[config.mk]
export PLATFORM = sky130hd
export DESIGN_NAME = jstk2_txn_scheduler_flat
export DESIGN_NICKNAME = d
export VERILOG_FILES = /design/src/rtl/jstk2_txn_scheduler_if.sv /design/src/rtl/jstk2_txn_scheduler.sv /design/src/flat_wrapper.sv
export SDC_FILE = /design/constraint.sdc
export NUM_CORES = 1
export LEC_CHECK = 0
export ABC_AREA = 1
export BUFFER_PORTS_ARGS = -buffer_cell sky130_fd_sc_hd__buf_2
export CORE_AREA = 4 4 119 149
export CTS_CLUSTER_DIAMETER = 80
export CTS_CLUSTER_SIZE = 12
export DETAILED_ROUTE_END_ITERATION = 6
export DIE_AREA = 0 0 123 153
export GPL_TIMING_DRIVEN = 0
export PLACE_DENSITY = 0.62
export SLEW_MARGIN = 10
export SYNTH_ARGS = -nofsm -noshare
export SYNTH_HDL_FRONTEND = slang
export SYNTH_SLANG_ARGS = --single-unit
[constraint.sdc]
create_clock -name clk -period 2.02 [get_ports clk]
set_input_delay 0.404 -clock clk [delete_from_list [all_inputs] [get_ports clk]]
set_output_delay 0.404 -clock clk [all_outputs]
set_load 0.01 [all_outputs]
[src/rtl/jstk2_txn_scheduler_if.sv]
// ---------------------------------------------------------------------------
// jstk2_txn_scheduler_if
// Bundles the JSTK2 SPI pins, the LED-write handshake and the position
// result bus of jstk2_txn_scheduler.
//   master : the scheduler (drives SS/SCLK/MOSI, led_ack, busy, results)
//   slave  : user logic / joystick side (drives MISO, led_req, led_r/g/b)
// Signals:
//   MISO        JSTK2 serial data out
//   SS          slave select, active low
//   SCLK        SPI clock, mode 0
//   MOSI        SPI data to JSTK2
//   led_req     LED write request, level, held until led_ack
//   led_r/g/b   LED colour, captured on led_ack
//   led_ack     one-cycle pulse: LED transaction accepted
//   busy        high from transaction start through end of POST
//   x_val/y_val 10-bit stick position
//   buttons     bit1 trigger, bit0 stick
//   data_valid  one-cycle pulse when x_val/y_val/buttons update
// ---------------------------------------------------------------------------
interface jstk2_txn_scheduler_if;
    logic       MISO;
    logic       SS;
    logic       SCLK;
    logic       MOSI;
    logic       led_req;
    logic [7:0] led_r;
    logic [7:0] led_g;
    logic [7:0] led_b;
    logic       led_ack;
    logic       busy;
    logic [9:0] x_val;
    logic [9:0] y_val;
    logic [1:0] buttons;
    logic       data_valid;

    modport master (
        input  MISO, led_req, led_r, led_g, led_b,
        output SS, SCLK, MOSI, led_ack, busy, x_val, y_val, buttons, data_valid
    );

    modport slave (
        output MISO, led_req, led_r, led_g, led_b,
        input  SS, SCLK, MOSI, led_ack, busy, x_val, y_val, buttons, data_valid
    );
endinterface

[src/rtl/jstk2_txn_scheduler.sv]
// ---------------------------------------------------------------------------
// jstk2_txn_scheduler
// Pmod JSTK2 transaction controller. Generates SS/SCLK/MOSI with the JSTK2
// inter-byte and post-transaction gaps, and arbitrates between a periodic
// position poll and an RGB LED write (LED has priority). Every transaction
// clocks in five bytes; the position fields are published with a one-cycle
// data_valid strobe when SS rises.
// Ports:
//   clk  system clock (100 MHz)
//   rst  asynchronous, active-low reset
//   bus  jstk2_txn_scheduler_if.master (SPI pins, LED handshake, results)
// ---------------------------------------------------------------------------
module jstk2_txn_scheduler #(
    parameter int SCLK_HALF   = 750,
    parameter int PRE_SS      = 1500,
    parameter int INTER_BYTE  = 1000,
    parameter int POST_SS     = 2500,   // must be >= 2
    parameter int POLL_PERIOD = 1000000
) (
    input  logic                   clk,
    input  logic                   rst,
    jstk2_txn_scheduler_if.master  bus
);

    localparam int M1      = (PRE_SS > INTER_BYTE) ? PRE_SS : INTER_BYTE;
    localparam int M2      = (POST_SS > 2 * SCLK_HALF) ? POST_SS : 2 * SCLK_HALF;
    localparam int CNT_MAX = (M1 > M2) ? M1 : M2;
    localparam int CNT_W   = $clog2(CNT_MAX + 1);
    localparam int POLL_W  = (POLL_PERIOD > 1) ? $clog2(POLL_PERIOD) : 1;

    localparam logic [CNT_W-1:0]  PRE_LAST  = CNT_W'(PRE_SS - 1);
    localparam logic [CNT_W-1:0]  HALF_LAST = CNT_W'(SCLK_HALF - 1);
    localparam logic [CNT_W-1:0]  BIT_LAST  = CNT_W'(2 * SCLK_HALF - 1);
    localparam logic [CNT_W-1:0]  GAP_LAST  = CNT_W'(INTER_BYTE - 1);
    // POST is one cycle shorter than POST_SS: the IDLE arbitration cycle
    // completes the SS-high window, so a queued transaction drops SS exactly
    // POST_SS cycles after the previous SS rise.
    localparam logic [CNT_W-1:0]  POST_LAST = CNT_W'(POST_SS - 2);
    localparam logic [POLL_W-1:0] POLL_LAST = POLL_W'(POLL_PERIOD - 1);

    typedef enum logic [2:0] {
        IDLE  = 3'd0,
        PRE   = 3'd1,
        SHIFT = 3'd2,
        GAP   = 3'd3,
        POST  = 3'd4
    } state_t;

    state_t              state_reg, state_next;
    logic [CNT_W-1:0]    cnt_reg, cnt_next;
    logic [2:0]          bit_reg, bit_next;
    logic [2:0]          byte_reg, byte_next;
    logic [39:0]         tx_reg, tx_next;
    logic [39:0]         rx_reg, rx_next;
    logic [POLL_W-1:0]   poll_cnt_reg, poll_cnt_next;
    logic                poll_pending_reg, poll_pending_next;
    logic                ss_reg, ss_next;
    logic                sclk_reg, sclk_next;
    logic                mosi_reg, mosi_next;
    logic                ack_reg, ack_next;
    logic                busy_reg, busy_next;
    logic [9:0]          x_reg, x_next;
    logic [9:0]          y_reg, y_next;
    logic [1:0]          btn_reg, btn_next;
    logic                dv_reg, dv_next;
    logic                poll_wrap;
    logic                poll_start;

    always_ff @(posedge clk or negedge rst) begin
        if (!rst) begin
            state_reg        <= IDLE;
            cnt_reg          <= '0;
            bit_reg          <= '0;
            byte_reg         <= '0;
            tx_reg           <= '0;
            rx_reg           <= '0;
            poll_cnt_reg     <= '0;
            poll_pending_reg <= 1'b0;
            ss_reg           <= 1'b1;
            sclk_reg         <= 1'b0;
            mosi_reg         <= 1'b0;
            ack_reg          <= 1'b0;
            busy_reg         <= 1'b0;
            x_reg            <= '0;
            y_reg            <= '0;
            btn_reg          <= '0;
            dv_reg           <= 1'b0;
        end else begin
            state_reg        <= state_next;
            cnt_reg          <= cnt_next;
            bit_reg          <= bit_next;
            byte_reg         <= byte_next;
            tx_reg           <= tx_next;
            rx_reg           <= rx_next;
            poll_cnt_reg     <= poll_cnt_next;
            poll_pending_reg <= poll_pending_next;
            ss_reg           <= ss_next;
            sclk_reg         <= sclk_next;
            mosi_reg         <= mosi_next;
            ack_reg          <= ack_next;
            busy_reg         <= busy_next;
            x_reg            <= x_next;
            y_reg            <= y_next;
            btn_reg          <= btn_next;
            dv_reg           <= dv_next;
        end
    end

    always_comb begin
        state_next    = state_reg;
        cnt_next      = cnt_reg;
        bit_next      = bit_reg;
        byte_next     = byte_reg;
        tx_next       = tx_reg;
        rx_next       = rx_reg;
        ss_next       = ss_reg;
        sclk_next     = sclk_reg;
        mosi_next     = mosi_reg;
        ack_next      = 1'b0;
        busy_next     = busy_reg;
        x_next        = x_reg;
        y_next        = y_reg;
        btn_next      = btn_reg;
        dv_next       = 1'b0;
        poll_start    = 1'b0;

        poll_wrap     = (poll_cnt_reg == POLL_LAST);
        poll_cnt_next = poll_wrap ? '0 : poll_cnt_reg + POLL_W'(1);

        case (state_reg)
            IDLE: begin
                if (bus.led_req) begin
                    state_next = PRE;
                    cnt_next   = '0;
                    byte_next  = '0;
                    ss_next    = 1'b0;
                    busy_next  = 1'b1;
                    ack_next   = 1'b1;
                    tx_next    = {8'h84, bus.led_r, bus.led_g, bus.led_b, 8'h00};
                end else if (poll_pending_reg) begin
                    state_next = PRE;
                    cnt_next   = '0;
                    byte_next  = '0;
                    ss_next    = 1'b0;
                    busy_next  = 1'b1;
                    poll_start = 1'b1;
                    tx_next    = '0;
                end
            end

            PRE: begin
                if (cnt_reg == PRE_LAST) begin
                    state_next = SHIFT;
                    cnt_next   = '0;
                    bit_next   = '0;
                    mosi_next  = tx_reg[39];
                    tx_next    = {tx_reg[38:0], 1'b0};
                end else begin
                    cnt_next = cnt_reg + CNT_W'(1);
                end
            end

            SHIFT: begin
                if (cnt_reg == HALF_LAST) begin
                    // Rising SCLK: the slave's bit has been stable for the
                    // whole low half, capture it on this same edge.
                    sclk_next = 1'b1;
                    rx_next   = {rx_reg[38:0], bus.MISO};
                    cnt_next  = cnt_reg + CNT_W'(1);
                end else if (cnt_reg == BIT_LAST) begin
                    sclk_next = 1'b0;
                    cnt_next  = '0;
                    if (bit_reg != 3'd7) begin
                        bit_next  = bit_reg + 3'd1;
                        mosi_next = tx_reg[39];
                        tx_next   = {tx_reg[38:0], 1'b0};
                    end else if (byte_reg == 3'd4) begin
                        state_next = POST;
                        ss_next    = 1'b1;
                        mosi_next  = 1'b0;
                        x_next     = {rx_reg[25:24], rx_reg[39:32]};
                        y_next     = {rx_reg[9:8], rx_reg[23:16]};
                        btn_next   = rx_reg[1:0];
                        dv_next    = 1'b1;
                    end else begin
                        state_next = GAP;
                        byte_next  = byte_reg + 3'd1;
                        mosi_next  = 1'b0;
                    end
                end else begin
                    cnt_next = cnt_reg + CNT_W'(1);
                end
            end

            GAP: begin
                if (cnt_reg == GAP_LAST) begin
                    state_next = SHIFT;
                    cnt_next   = '0;
                    bit_next   = '0;
                    mosi_next  = tx_reg[39];
                    tx_next    = {tx_reg[38:0], 1'b0};
                end else begin
                    cnt_next = cnt_reg + CNT_W'(1);
                end
            end

            POST: begin
                if (cnt_reg == POST_LAST) begin
                    state_next = IDLE;
                    cnt_next   = '0;
                    busy_next  = 1'b0;
                end else begin
                    cnt_next = cnt_reg + CNT_W'(1);
                end
            end

            default: begin
                state_next = IDLE;
                ss_next    = 1'b1;
                sclk_next  = 1'b0;
                mosi_next  = 1'b0;
                busy_next  = 1'b0;
            end
        endcase

        // A wrap wins over a same-cycle poll start so the new request is
        // kept for the following transaction.
        if (poll_wrap) begin
            poll_pending_next = 1'b1;
        end else if (poll_start) begin
            poll_pending_next = 1'b0;
        end else begin
            poll_pending_next = poll_pending_reg;
        end
    end

    assign bus.SS         = ss_reg;
    assign bus.SCLK       = sclk_reg;
    assign bus.MOSI       = mosi_reg;
    assign bus.led_ack    = ack_reg;
    assign bus.busy       = busy_reg;
    assign bus.x_val      = x_reg;
    assign bus.y_val      = y_reg;
    assign bus.buttons    = btn_reg;
    assign bus.data_valid = dv_reg;

endmodule
[src/flat_wrapper.sv]
// flat-port wrapper written by rule: the top's interface ports become plain ports
module jstk2_txn_scheduler_flat 
#(
    parameter int SCLK_HALF   = 750,
    parameter int PRE_SS      = 1500,
    parameter int INTER_BYTE  = 1000,
    parameter int POST_SS     = 2500,                  
    parameter int POLL_PERIOD = 1000000
)
  (clk, rst, bus_MISO, bus_led_req, bus_led_r, bus_led_g, bus_led_b, bus_SS, bus_SCLK, bus_MOSI, bus_led_ack, bus_busy, bus_x_val, bus_y_val, bus_buttons, bus_data_valid);
  jstk2_txn_scheduler_if bus_i ();
  input  logic clk;
  input  logic rst;
  input wire logic [$bits(bus_i.MISO)-1:0] bus_MISO;
  input wire logic [$bits(bus_i.led_req)-1:0] bus_led_req;
  input wire logic [$bits(bus_i.led_r)-1:0] bus_led_r;
  input wire logic [$bits(bus_i.led_g)-1:0] bus_led_g;
  input wire logic [$bits(bus_i.led_b)-1:0] bus_led_b;
  output wire logic [$bits(bus_i.SS)-1:0] bus_SS;
  output wire logic [$bits(bus_i.SCLK)-1:0] bus_SCLK;
  output wire logic [$bits(bus_i.MOSI)-1:0] bus_MOSI;
  output wire logic [$bits(bus_i.led_ack)-1:0] bus_led_ack;
  output wire logic [$bits(bus_i.busy)-1:0] bus_busy;
  output wire logic [$bits(bus_i.x_val)-1:0] bus_x_val;
  output wire logic [$bits(bus_i.y_val)-1:0] bus_y_val;
  output wire logic [$bits(bus_i.buttons)-1:0] bus_buttons;
  output wire logic [$bits(bus_i.data_valid)-1:0] bus_data_valid;
  assign bus_i.MISO = bus_MISO;
  assign bus_i.led_req = bus_led_req;
  assign bus_i.led_r = bus_led_r;
  assign bus_i.led_g = bus_led_g;
  assign bus_i.led_b = bus_led_b;
  assign bus_SS = bus_i.SS;
  assign bus_SCLK = bus_i.SCLK;
  assign bus_MOSI = bus_i.MOSI;
  assign bus_led_ack = bus_i.led_ack;
  assign bus_busy = bus_i.busy;
  assign bus_x_val = bus_i.x_val;
  assign bus_y_val = bus_i.y_val;
  assign bus_buttons = bus_i.buttons;
  assign bus_data_valid = bus_i.data_valid;
  jstk2_txn_scheduler #(.SCLK_HALF(SCLK_HALF), .PRE_SS(PRE_SS), .INTER_BYTE(INTER_BYTE), .POST_SS(POST_SS), .POLL_PERIOD(POLL_PERIOD)) u_core (.clk(clk), .rst(rst), .bus(bus_i));
endmodule
==> flow_metrics.env <==
export IMPL_outcome="complete, no violations"
export IMPL_clk_latency_ns=0.43
export IMPL_post_cts_buffers=0
export IMPL_place_inst=1136
export IMPL_synthesis_area_um2=7050
export IMPL_synth_edf_count=0
export IMPL_endpoint_kind="flip-flop"
export IMPL_synth_common_cells="234 x nand2_1, 141 x dfrtp_1, 128 x inv_1"
export IMPL_power_density_nw_per_um2=725
export IMPL_grtUsageMet3_pct=4.33
export IMPL_die_y_um=153
export IMPL_area_delta_synth_final_pct=16.5
export IMPL_post_dp_hpwl_um=9900
export IMPL_drtPass1Iterations=4
export IMPL_grt_max_degree=109
export IMPL_r2r_slack_ns=0.11
export IMPL_yosysMostFrequentCell="nand2_1"
export IMPL_die_area_um2=18800
export IMPL_tightestPinTransition_ns=0.563
export IMPL_finalHoldViolCount=0
export IMPL_async_reset_ff_share_pct=100
export IMPL_coreArea_um2=16200
export IMPL_dp_slack_ns=0.130
export IMPL_ir_drop_v=0.000507
export IMPL_cts_root_buf="clkbuf_16"
export IMPL_ys_warnings_count=0
export IMPL_antenna_found_initial=0
export IMPL_place_gp_congestion=0.835
export IMPL_drive_gt1_share_pct=20.5
export IMPL_ys_flop_type="dfrtp_1"
export IMPL_synth_area_leader_cell="dfrtp_1"
export IMPL_min_period_ns=1.91
export IMPL_reg2reg_from="u_core.bit_reg[0]"
export IMPL_r2r_cells=9
export IMPL_drc=0
export IMPL_worstPathCellList="ha_1 -> ha_1 -> nand2_1 -> nand2_1 -> nor2_1 -> nand3_4 -> buf_6 -> nand2_2 -> o21ai_2"
export IMPL_drt_total_wl_um=14100
export IMPL_yosys_top_cells_area="dfrtp_1 50%, nand2_1 12%, inv_1 6.8%, nor2_1 4.2%, o21ai_2 4.0%"
export IMPL_clockBufferDepth=2
export IMPL_cts_tree="done"
export IMPL_fin_worst_skew_ns=0.0217
export IMPL_maxCapViolCount=0
export IMPL_whs_endpoint="u_core.poll_pending_reg"
export IMPL_numPortBuffers=55
export IMPL_critPathMaxFanout=10
export IMPL_critPathKind="reg -> reg"
export IMPL_cp_start_kind="flip-flop"
export IMPL_grt_pass1_wl_um=24800
export IMPL_syn_nets=900
export IMPL_grt_busiest_layer="met2"
export IMPL_holdPathStages=3
export IMPL_fin_cells=1170
export IMPL_fin_crit_sh_pct=94.3
export IMPL_met2_usage_pct=27.0
export IMPL_synth_top_area_share_pct=50.0
export IMPL_dr_first_iter_drc_count=240
export IMPL_grt_remaining_overflow=0
export IMPL_max_freq_mhz=525
export IMPL_avgSynthCellArea_um2=8.16
export IMPL_antennaDiodeCount=0
export IMPL_fin_nets=977
export IMPL_rsz0062_at_grt="false"
export IMPL_grt_usage_pct=16.1
export IMPL_largest_reg_flops=40
export IMPL_critPathRequiredTime_ns=2.33
export IMPL_ys_seq_elements=142
export IMPL_ys_seq_area_share_pct=50.4
export IMPL_min_path_type="in -> reg"
export IMPL_routedWlPerCell_um=12.1
export IMPL_r2r_end="u_core.tx_reg[29]"
export IMPL_std_cell_rows=52
export IMPL_start_util_pct=43.5
export IMPL_maxSlewViolCount=0
export IMPL_cts_made_buffers=17
export IMPL_tns_ns=0
export IMPL_ant_nets=0
export IMPL_grt_pass1_vias=5433
export IMPL_crit_arrival_ns=2.21
export IMPL_path_clk_slew_ns=0.06
export IMPL_grt_met1_usage_pct=20.5
export IMPL_ios=56
export IMPL_ys_types=33
export IMPL_worstHoldStart="bus_led_req"
export IMPL_crit_path_max_incr_delay_ns=0.39
export IMPL_cts_sinks=142
export IMPL_layout_setup_ws_ns=0.114
export IMPL_relSlewSlack_pct=62.5
export IMPL_setup_viol=0
export IMPL_leakagePower_uw=0.00404
export IMPL_slowest_stage="dfrtp_1"
export IMPL_synthCells=864
export IMPL_htreeDepth=4
export IMPL_vias=5451
export IMPL_die_w_um=123
export IMPL_viasPerCell=4.66
[metal layers]
layer,vias up,part of all wire [%]
li1,2840,-
met1,2541,47
met2,64,49
met3,6,2.9
met4,0,0.67
met5,-,0
[kinds of logic (layout without fill, tap and decap cells)]
family / count (synthesis) / after routing / share of synthesized area (%)
AND/OR/NAND/NOR: 417 / 418 / 25.9
buffers and inverters: 159 / 248 / 9.55
flip-flops: 142 / 142 / 50.4
AO/OA/AOI/OAI: 120 / 120 / 10.5
XOR/XNOR: 18 / 18 / 2.24
adder cells (fa/ha/maj): 8 / 8 / 1.42
[worst max-delay path: cells and delay by family (launching register included)]
kind	cells	cell delay, ns
AOI/OAI and AO/OA	1	0.04
buffers and inverters	1	0.20
DFF	1	0.39
adders and majority gates	2	0.41
and+or+nand+nor	5	0.74
[how the worst max path moves through the flow]
stage,to,cells after the start,start,slack (ns)
after detailed placement,u_core.bus.x_val[1],7,u_core.state_reg[0],0.13
after CTS,u_core.bus.x_val[0],7,u_core.state_reg[0],0.10
final,u_core.tx_reg[29],9,u_core.bit_reg[0],0.11
after global placement,u_core.tx_reg[14],1,rst,-1.57
after global routing,u_core.cnt_reg[11],8,u_core.cnt_reg[0],0.001
after floorplan,u_core.tx_reg[11],9,u_core.cnt_reg[0],0.38
[metrics by stage]
stage	power (µW)	util, %	hold WS (ns)	area (µm²)
floorplan	2940	-	0.108	7050
global placement	3030	46.9	0.469	7600
detailed placement	3040	47.1	0.291	7630
CTS	6060	50.6	0.231	8200
global route	6190	50.7	0.260	8220
finish	5960	50.7	0.256	8220
[cell usage in the layout, fill, tap and decap left out, types with 2 or more instances in the layout]
cell type,instances
inv_1,128
o21ai_1,40
buf_6,8
nand3b_1,3
nand4_1,11
clkbuf_1,5
a21oi_1,24
xor2_1,14
buf_2,64
clkinvlp_4,3
nor2_1,77
xnor2_1,4
o21ai_2,32
nor3_1,9
o21ai_0,21
dfrtp_1,141
nand3_1,33
nor2_2,8
ha_1,8
nor2_4,3
nand2_2,33
inv_2,7
clkinv_2,3
nand2_1,234
inv_6,5
clkbuf_16,17
nand3_4,2
[what timing repair did]
item / CTS / global route
hold endpoints to repair: 34 / 0
resized for setup: 0 / 1
hold buffers: 1 / 0
endpoints found under the setup margin: 0 / 33
[layout make-up]
type | instances | area [µm²]
fillers | 1576 | 7980
flip-flops and latches | 142 | 3550
multi-input cells | 564 | 2840
inverters | 135 | 507
clock buffers | 18 | 429
repair buffers | 57 | 323
well taps | 216 | 270
plain buffers | 24 | 166
clock inverters | 14 | 131
[where the power goes]
group | internal [µW] | switching [µW] | leakage, µW | total, µW
Combinational | 41.3 | 96.0 | 0.00185 | 137
Clock | 1710 | 1260 | 0.000270 | 2980
Sequential | 2840 | 0 | 0.00192 | 2840
Note: power is estimated with default switching activity, not from simulation.
